--- config.mk ---
export PLATFORM = sky130hd
export DESIGN_NAME = uart_rx_os
export DESIGN_NICKNAME = d
export VERILOG_FILES = /design/src/rtl/uart_rx_os.sv
export SDC_FILE = /design/constraint.sdc
export NUM_CORES = 1
export LEC_CHECK = 0
export ABC_AREA = 1
export CAP_MARGIN = 20
export CORE_UTILIZATION = 47
export CTS_BUF_LIST = sky130_fd_sc_hd__clkbuf_8
export DETAILED_ROUTE_END_ITERATION = 8
export GPL_ROUTABILITY_DRIVEN = 0
export PLACE_DENSITY = 0.66
export SYNTH_ARGS = -nofsm -noshare
export SYNTH_HDL_FRONTEND = slang
export SYNTH_SLANG_ARGS = --single-unit
--- constraint.sdc ---
create_clock -name clock -period 3.7 [get_ports clock]
set_clock_uncertainty 0.05 [all_clocks]
set_input_delay 0.925 -clock clock [delete_from_list [all_inputs] [get_ports clock]]
set_output_delay 0.925 -clock clock [all_outputs]
set_load 0.02 [all_outputs]
--- src/rtl/uart_rx_os.sv ---
// Oversampling 8N1 UART receiver with switch-selected baud rate.
// A 2-flop synchronizer feeds a tick-driven FSM that samples each bit in its centre.
module uart_rx_os #(
    parameter int unsigned osc_freq     = 100_000_000,
    parameter int unsigned Data_width   = 8,
    parameter int unsigned no_of_sample = 16
) (
    input  logic                  clock,
    input  logic                  reset,
    input  logic [2:0]            sw,
    input  logic                  rx_din,
    output logic [Data_width-1:0] rx_data,
    output logic                  rx_valid,
    output logic                  rx_active,
    output logic                  frame_err
);

    localparam int unsigned DIV_MAX = osc_freq / (9600 * no_of_sample);
    localparam int unsigned TW      = (DIV_MAX > 1) ? $clog2(DIV_MAX) : 1;
    localparam int unsigned SW      = $clog2(no_of_sample);
    localparam int unsigned BW      = $clog2(Data_width + 1);

    function automatic logic [TW-1:0] div_m1(input int unsigned baud);
        return TW'(osc_freq / (baud * no_of_sample) - 1);
    endfunction

    // Terminal tick-counter values per switch setting, folded at elaboration.
    localparam logic [TW-1:0] DIV_M1 [8] = '{
        div_m1(9600),   div_m1(19200),  div_m1(38400),  div_m1(57600),
        div_m1(115200), div_m1(230400), div_m1(460800), div_m1(921600)
    };

    typedef enum logic [1:0] {
        S_IDLE,
        S_START,
        S_DATA,
        S_STOP
    } state_t;

    state_t                state_q, state_d;
    logic                  sync1_q, sync2_q;
    logic                  armed_q, armed_d;
    logic [2:0]            baud_sel_q, baud_sel_d;
    logic [TW-1:0]         tick_cnt_q, tick_cnt_d;
    logic [SW-1:0]         sample_cnt_q, sample_cnt_d;
    logic [BW-1:0]         bit_cnt_q, bit_cnt_d;
    logic [Data_width-1:0] shift_q, shift_d;
    logic [Data_width-1:0] rx_data_q, rx_data_d;
    logic                  rx_valid_q, rx_valid_d;
    logic                  frame_err_q, frame_err_d;
    logic                  rxs;
    logic                  tick;

    assign rxs = sync2_q;
    assign tick = (tick_cnt_q == DIV_M1[baud_sel_q]);

    always_comb begin
        state_d      = state_q;
        armed_d      = armed_q;
        baud_sel_d   = baud_sel_q;
        tick_cnt_d   = tick ? '0 : tick_cnt_q + 1'b1;
        sample_cnt_d = sample_cnt_q;
        bit_cnt_d    = bit_cnt_q;
        shift_d      = shift_q;
        rx_data_d    = rx_data_q;
        rx_valid_d   = 1'b0;
        frame_err_d  = 1'b0;

        case (state_q)
            S_IDLE: begin
                tick_cnt_d   = '0;
                sample_cnt_d = '0;
                baud_sel_d   = sw;
                // Arming needs rxs high for a cycle, so a held break never restarts a frame.
                if (armed_q && !rxs) begin
                    state_d = S_START;
                    armed_d = 1'b0;
                end else begin
                    armed_d = armed_q | rxs;
                end
            end
            S_START: begin
                if (tick) begin
                    if (sample_cnt_q == SW'(no_of_sample / 2 - 1)) begin
                        sample_cnt_d = '0;
                        bit_cnt_d    = '0;
                        if (!rxs) begin
                            state_d = S_DATA;
                        end else begin
                            state_d = S_IDLE;
                            armed_d = 1'b1;
                        end
                    end else begin
                        sample_cnt_d = sample_cnt_q + 1'b1;
                    end
                end
            end
            S_DATA: begin
                if (tick) begin
                    if (sample_cnt_q == SW'(no_of_sample - 1)) begin
                        sample_cnt_d = '0;
                        shift_d      = {rxs, shift_q[Data_width-1:1]};
                        bit_cnt_d    = bit_cnt_q + 1'b1;
                        if (bit_cnt_q == BW'(Data_width - 1)) begin
                            state_d = S_STOP;
                        end
                    end else begin
                        sample_cnt_d = sample_cnt_q + 1'b1;
                    end
                end
            end
            S_STOP: begin
                if (tick) begin
                    if (sample_cnt_q == SW'(no_of_sample - 1)) begin
                        sample_cnt_d = '0;
                        state_d      = S_IDLE;
                        armed_d      = rxs;
                        if (rxs) begin
                            rx_data_d  = shift_q;
                            rx_valid_d = 1'b1;
                        end else begin
                            frame_err_d = 1'b1;
                        end
                    end else begin
                        sample_cnt_d = sample_cnt_q + 1'b1;
                    end
                end
            end
            default: begin
                state_d = S_IDLE;
            end
        endcase
    end

    always_ff @(posedge clock) begin
        if (reset) begin
            sync1_q      <= 1'b1;
            sync2_q      <= 1'b1;
            state_q      <= S_IDLE;
            armed_q      <= 1'b0;
            baud_sel_q   <= '0;
            tick_cnt_q   <= '0;
            sample_cnt_q <= '0;
            bit_cnt_q    <= '0;
            shift_q      <= '0;
            rx_data_q    <= '0;
            rx_valid_q   <= 1'b0;
            frame_err_q  <= 1'b0;
        end else begin
            sync1_q      <= rx_din;
            sync2_q      <= sync1_q;
            state_q      <= state_d;
            armed_q      <= armed_d;
            baud_sel_q   <= baud_sel_d;
            tick_cnt_q   <= tick_cnt_d;
            sample_cnt_q <= sample_cnt_d;
            bit_cnt_q    <= bit_cnt_d;
            shift_q      <= shift_d;
            rx_data_q    <= rx_data_d;
            rx_valid_q   <= rx_valid_d;
            frame_err_q  <= frame_err_d;
        end
    end

    assign rx_data   = rx_data_q;
    assign rx_valid  = rx_valid_q;
    assign frame_err = frame_err_q;
    assign rx_active = (state_q != S_IDLE);

endmodule

== Word-level counts from Yosys, hierarchy flattened ==
Memory sizes are Yosys's and may differ from the RTL's.
Cells that the tools add are included.
Cells by class
  add/subtract/negate cells: 3
  magnitude comparators: 1
  eq/ne operators: 17
  mux-type cells: 31
  bitwise logic cells: 5
  reduce and logical (&&, ||, !) cells: 15
Operators with widths (number)
  2-to-1 mux 4 bit: 8
  2-to-1 mux 10 bit: 2
  2-to-1 mux 2 bit: 9
  != test 2 bit (second input constant): 9
  one-hot mux 4 bit (3 select lines): 1
  adder 10 x 1 -> 10 bit (second input constant): 1
  equality test 10 bit: 1
  adder 4 x 1 -> 4 bit (second input constant): 2
  equality test 4 x 3 -> 1 bit (second input constant): 2
  2-to-1 mux 1 bit: 8
  one-hot mux 2 bit (4 select lines): 1
  one-hot mux 4 bit (2 select lines): 1
  AND reduction 8 bit: 1
  AND reduction 6 bit: 1
  AND reduction 5 bit: 1
  equality test 2 bit (second input constant): 2
  equality test 4 bit (second input constant): 1
  >= comparator 4 bit (second input constant): 1
  NOT 3 -> 4 bit: 1
  AND reduction 4 bit: 1
  nonzero test 2 bit: 2
  OR reduction 4 bit: 1
  NOT 1 bit: 3
  one-hot mux 1 bit (3 select lines): 1
  11 further kinds: 11
Storage, ports and cells
  bits in registers: 44
  ROM bits: 80
  input port bits: 6
  output and inout bits: 11
  logic and storage cells: 85
  memories: 1
Memories
  (name not given): depth 8, bits a word 10, rd ports 1, clocked after memory_dff 0, write ports 0, RTL line 55  | assign tick = (tick_cnt_q == DIV_M1[baud_sel_q]);

== Logic depth before layout (Yosys ltp) ==
  word-level depth: 7
  mapped depth: 16
  gate-level depth less buffers: 15

== Worst setup path after synthesis ==
No wires, ideal clock.
  path type: reg-to-reg
  from: reg baud_sel_q[0]
  to: reg rx_data_q[5] (netlist: rx_data[5])
  setup time: 113 ps
  data arrival time: 1799 ps
  data required time: 3537 ps
  path slack: 1737 ps
  cell stages (with the launch flop): 16
  buffers on the path: 1
  period minus slack after synthesis: 1963 ps
  path through: dfxtp_1 > inv_1 > ha_1 > inv_1 > nand2_1 > nand2_1 > nand2_1 > nand2_1 > nand2_1 > nor2_2 > nand2_4 > inv_2 > nand3_4 > buf_6 > o21ai_1 > nor2_1
Between the ends
  word-level cells in the longest chain between the ends: 6
RTL lines
  start: declaration: RTL line 43  | logic [2:0] baud_sel_q, baud_sel_d;
  start signal: assignment: RTL line 154  | baud_sel_q <= baud_sel_d;
  NOT 3 -> 4 bit (not written as such): RTL line 55
  memory (8 x 10 bit)
  2-to-1 mux 10 bit (not written as such) (2 in series): RTL line 55
  equality test 10 bit: RTL line 55
  AND reduction 4 bit (no source line)
  end signal: assignment: RTL line 159  | rx_data_q <= rx_data_d;
  end: declaration: RTL line 48  | logic [Data_width-1:0] rx_data_q, rx_data_d;
No other way between the ends. The select of a mux whose other input is x is not followed.
A chain may end at the register's enable or synchronous reset.

== Worst setup path in the final report ==
  from: reg state_q[0]
  to: out rx_active
Between the ends
  word-level cells in the longest chain between the ends: 1
RTL lines
  start: declaration: RTL line 40  | state_t state_q, state_d;
  start signal: assignment: RTL line 152  | state_q <= state_d;
  nonzero test 2 bit: RTL line 168  | assign rx_active = (state_q != S_IDLE);
  end: declaration: RTL line 14  | output logic rx_active,
No other way between the ends.

==> PnR_summary.wiki <==
{| class="wikitable"
! Metric !! Value
|-
| Via count of the first global-routing pass || 1705
|-
| Post-route insts no fill || 434
|-
| Drt first pass iters || 4
|-
| Achievable Freq || 365.7 MHz
|-
| Fill count || 490
|-
| Largest net degree at the start of global routing || 25
|-
| Count of input and output buffers || 16
|-
| Share of post-route cells with drive strength above 1 || 7.357%
|-
| Worst slew pin tran || 601.8 ps
|-
| Top-Level Pins || 17
|-
| Sort of element at the start of the critical path || flip-flop
|-
| Power Density || 431.8 mW/mm2
|-
| Effective utilization at floorplan || 48.69%
|-
| Min Clock Period, post-route || 2734 ps
|-
| HPWL reported at the end of detailed placement || 3.198 mm
|-
| CTS Root Cell || clkbuf_8
|-
| Count of hold-fix buffers inserted at cts || 0
|-
| Area of the core region || 0.004723 mm2
|-
| Hold Violations, Final || 0
|-
| Largest area contributor in the netlist || dfxtp_1
|-
| Post-CTS sizing || 0
|-
| Per-cell routed wire length || 10.07 um
|-
| Clock buffers created by TritonCTS || 5
|-
| WL final || 4.369 mm
|-
| TritonCTS clock tree || yes
|-
| Fin nets || 378
|-
| Fraction of registers with async set/reset || 0%
|-
| Area occupied by multi-input gates || 0.001156 mm2
|-
| Die Span X || 71.95 um
|-
| Total GRT Usage || 17.95%
|-
| Worst supply voltage drop on vdd || 0.1739 mV
|-
| Number of antenna violations at the first check in global routing || 0
|-
| Number of nets in the synthesized netlist || 361
|-
| Number of flops mapped to enable cells by yosys || 0
|-
| Seq. cell area || 880.8 um2
|-
| ANT nets after route || 0
|-
| Main area contributors after synthesis || dfxtp_1, nand2_1, nor2_1
|-
| Final antenna diode count || 0
|-
| Count of cell types in the netlist || 26
|-
| Capturing element type of the critical path || output pin
|-
| Total Neg Setup Slack || 0 ps
|-
| CTS H-tree depth || 2
|-
| Most common flop cell mapped by yosys || dfxtp_1
|-
| Required time of the critical path || 2720 ps
|-
| Placement Setup Slack || 1161 ps
|-
| Total of endpoints with negative setup slack in the final report || 0
|-
| Die area || 0.005177 mm2
|-
| Worst Path Arrival || 1760 ps
|-
| Vias after detailed routing || 2029
|-
| Share of the core filled with cells in the final layout || 55.52%
|-
| CP max FO || 11
|-
| Cell Area, Synth || 0.002300 mm2
|-
| Run status || finished, final reports clean
|-
| CP Class || flip-flop to output pin
|-
| Final Power || 1.132 mW
|-
| Pins Over Slew Limit || 0
|-
| Post CTS Setup Buffer Count || 0
|-
| Slack of the critical path || 965.8 ps
|-
| Library cell with the highest instance count after synthesis || nand2_1
|-
| Fin crit share || 73.90%
|-
| Count of clock tree sinks || 44
|-
| Clock transition at the registers of the reported paths || 80 ps
|-
| Drc violations || 0
|-
| Static leakage || 1.111 nW
|-
| Count of yosys warnings during synthesis || 0
|-
| Mean instance size in the synthesized netlist || 6.589 um2
|-
| Number of buffers on the longest clock path || 2
|-
| Type of the most critical hold path || flip-flop to flip-flop
|-
| Post-detailed-route via-to-cell ratio || 4.675
|-
| Number of cells produced by synthesis || 349
|-
| Area Overhead vs Synth || 14.04%
|-
| Post-synthesis sequential area ratio || 38.30%
|-
| Chip height || 71.95 um
|-
| RSZ-0062 raised after global routing || false
|-
| Sum of overflow across all layers after global routing || 0
|-
| Post-synth top area share || 38.30%
|-
| Max_cap viols || 0
|-
| # placed instances || 426
|-
| Top post-synthesis cells by count || nand2_1, nor2_1, inv_1, dfxtp_1, nand3_1
|-
| Wire length of the first global-routing pass || 7.300 mm
|-
| Clock latency on the worst-skew pair || 300 ps
|-
| Register bit total from synthesis || 44
|-
| Headroom to the max-slew limit || 59.84%
|-
| Iteration-0 DRC Markers || 124
|-
| Number of standard-cell rows in the floorplan || 25
|}
[flip-flops by register name, indices dropped and copies added (netlist names), named ones only]
| signal | cells |
|---|---|
| sync1_q | 1 |
| state_q | 1 |
| tick_cnt_q | 10 |
| rx_data | 8 |
| rx_valid | 1 |
| sample_cnt_q | 4 |
| frame_err | 1 |
| rxs | 1 |
| baud_sel_q | 3 |
| bit_cnt_q | 4 |
| shift_q | 8 |
| armed_q | 1 |
[power by group]
part / internal, mW / switching, mW / leakage (nW)
Combinational: 0.0869 / 0.160 / 0.696
Clock: 0.203 / 0.172 / 0.0583
Sequential: 0.489 / 0.0208 / 0.356
[cell families (layout without fill, tap and decap cells)]
group	count (synthesis)	in the layout	synth area share [%]
AOI/OAI and AO/OA	45	45	10.01
DFF	44	44	38.30
xor gates and xnor gates	3	3	1.143
and+or+nand+nor	187	187	35.85
buffers and inverters	64	82	11.43
adders and majority gates	6	6	3.264
[worst max-delay path: stages, from the launching register on]
cell and delay [ps]:
dfxtp_1 450, nor2_1 100, inv_1 250, clkdlybuf4s50_1 670
[routing by layer]
metal	global-route usage [%]	part of all wire [%]
met5	0	0
met4	6.536	0.66
met3	5.000	5.3
met2	27.15	42
met1	24.56	52
[stage by stage]
stage	area, um2	hold WS [ps]
detailed placement	2506	355.1
global route	2623	407.9
global placement	2506	347.8
floorplan	2300	339.5
finish	2623	376.0
CTS	2623	381.7
[layout by cell type, fill, tap and decap left out, types with 6 or more instances in the layout]
master	n
nand2_1	78
nor2_1	58
inv_1	55
dfxtp_1	44
nand3_1	20
o21ai_0	19
clkdlybuf4s50_1	16
a21oi_1	15
nor3_1	9
or2_2	8
o21ai_1	8
ha_1	6
[cell type report]
cell class / instances / share of cell area (%)
multi-input cells: 241 / 44.08
flip-flops and latches: 44 / 33.59
inverters: 58 / 8.588
repair buffers: 16 / 6.107
well taps: 67 / 3.197
clock buffers: 5 / 2.624
clock inverters: 3 / 1.813
[path summary, 6_finish.rpt]
path	startpoint	to	slack, ps	cells after the start
max	state_q[0]	rx_active	970	3
min reg2reg	sync1_q	rxs	380	1
max reg2reg	baud_sel_q[0]	shift_q[1]	1490	14
min	sync1_q	rxs	380	1
Power figures use the tool's default switching activity.
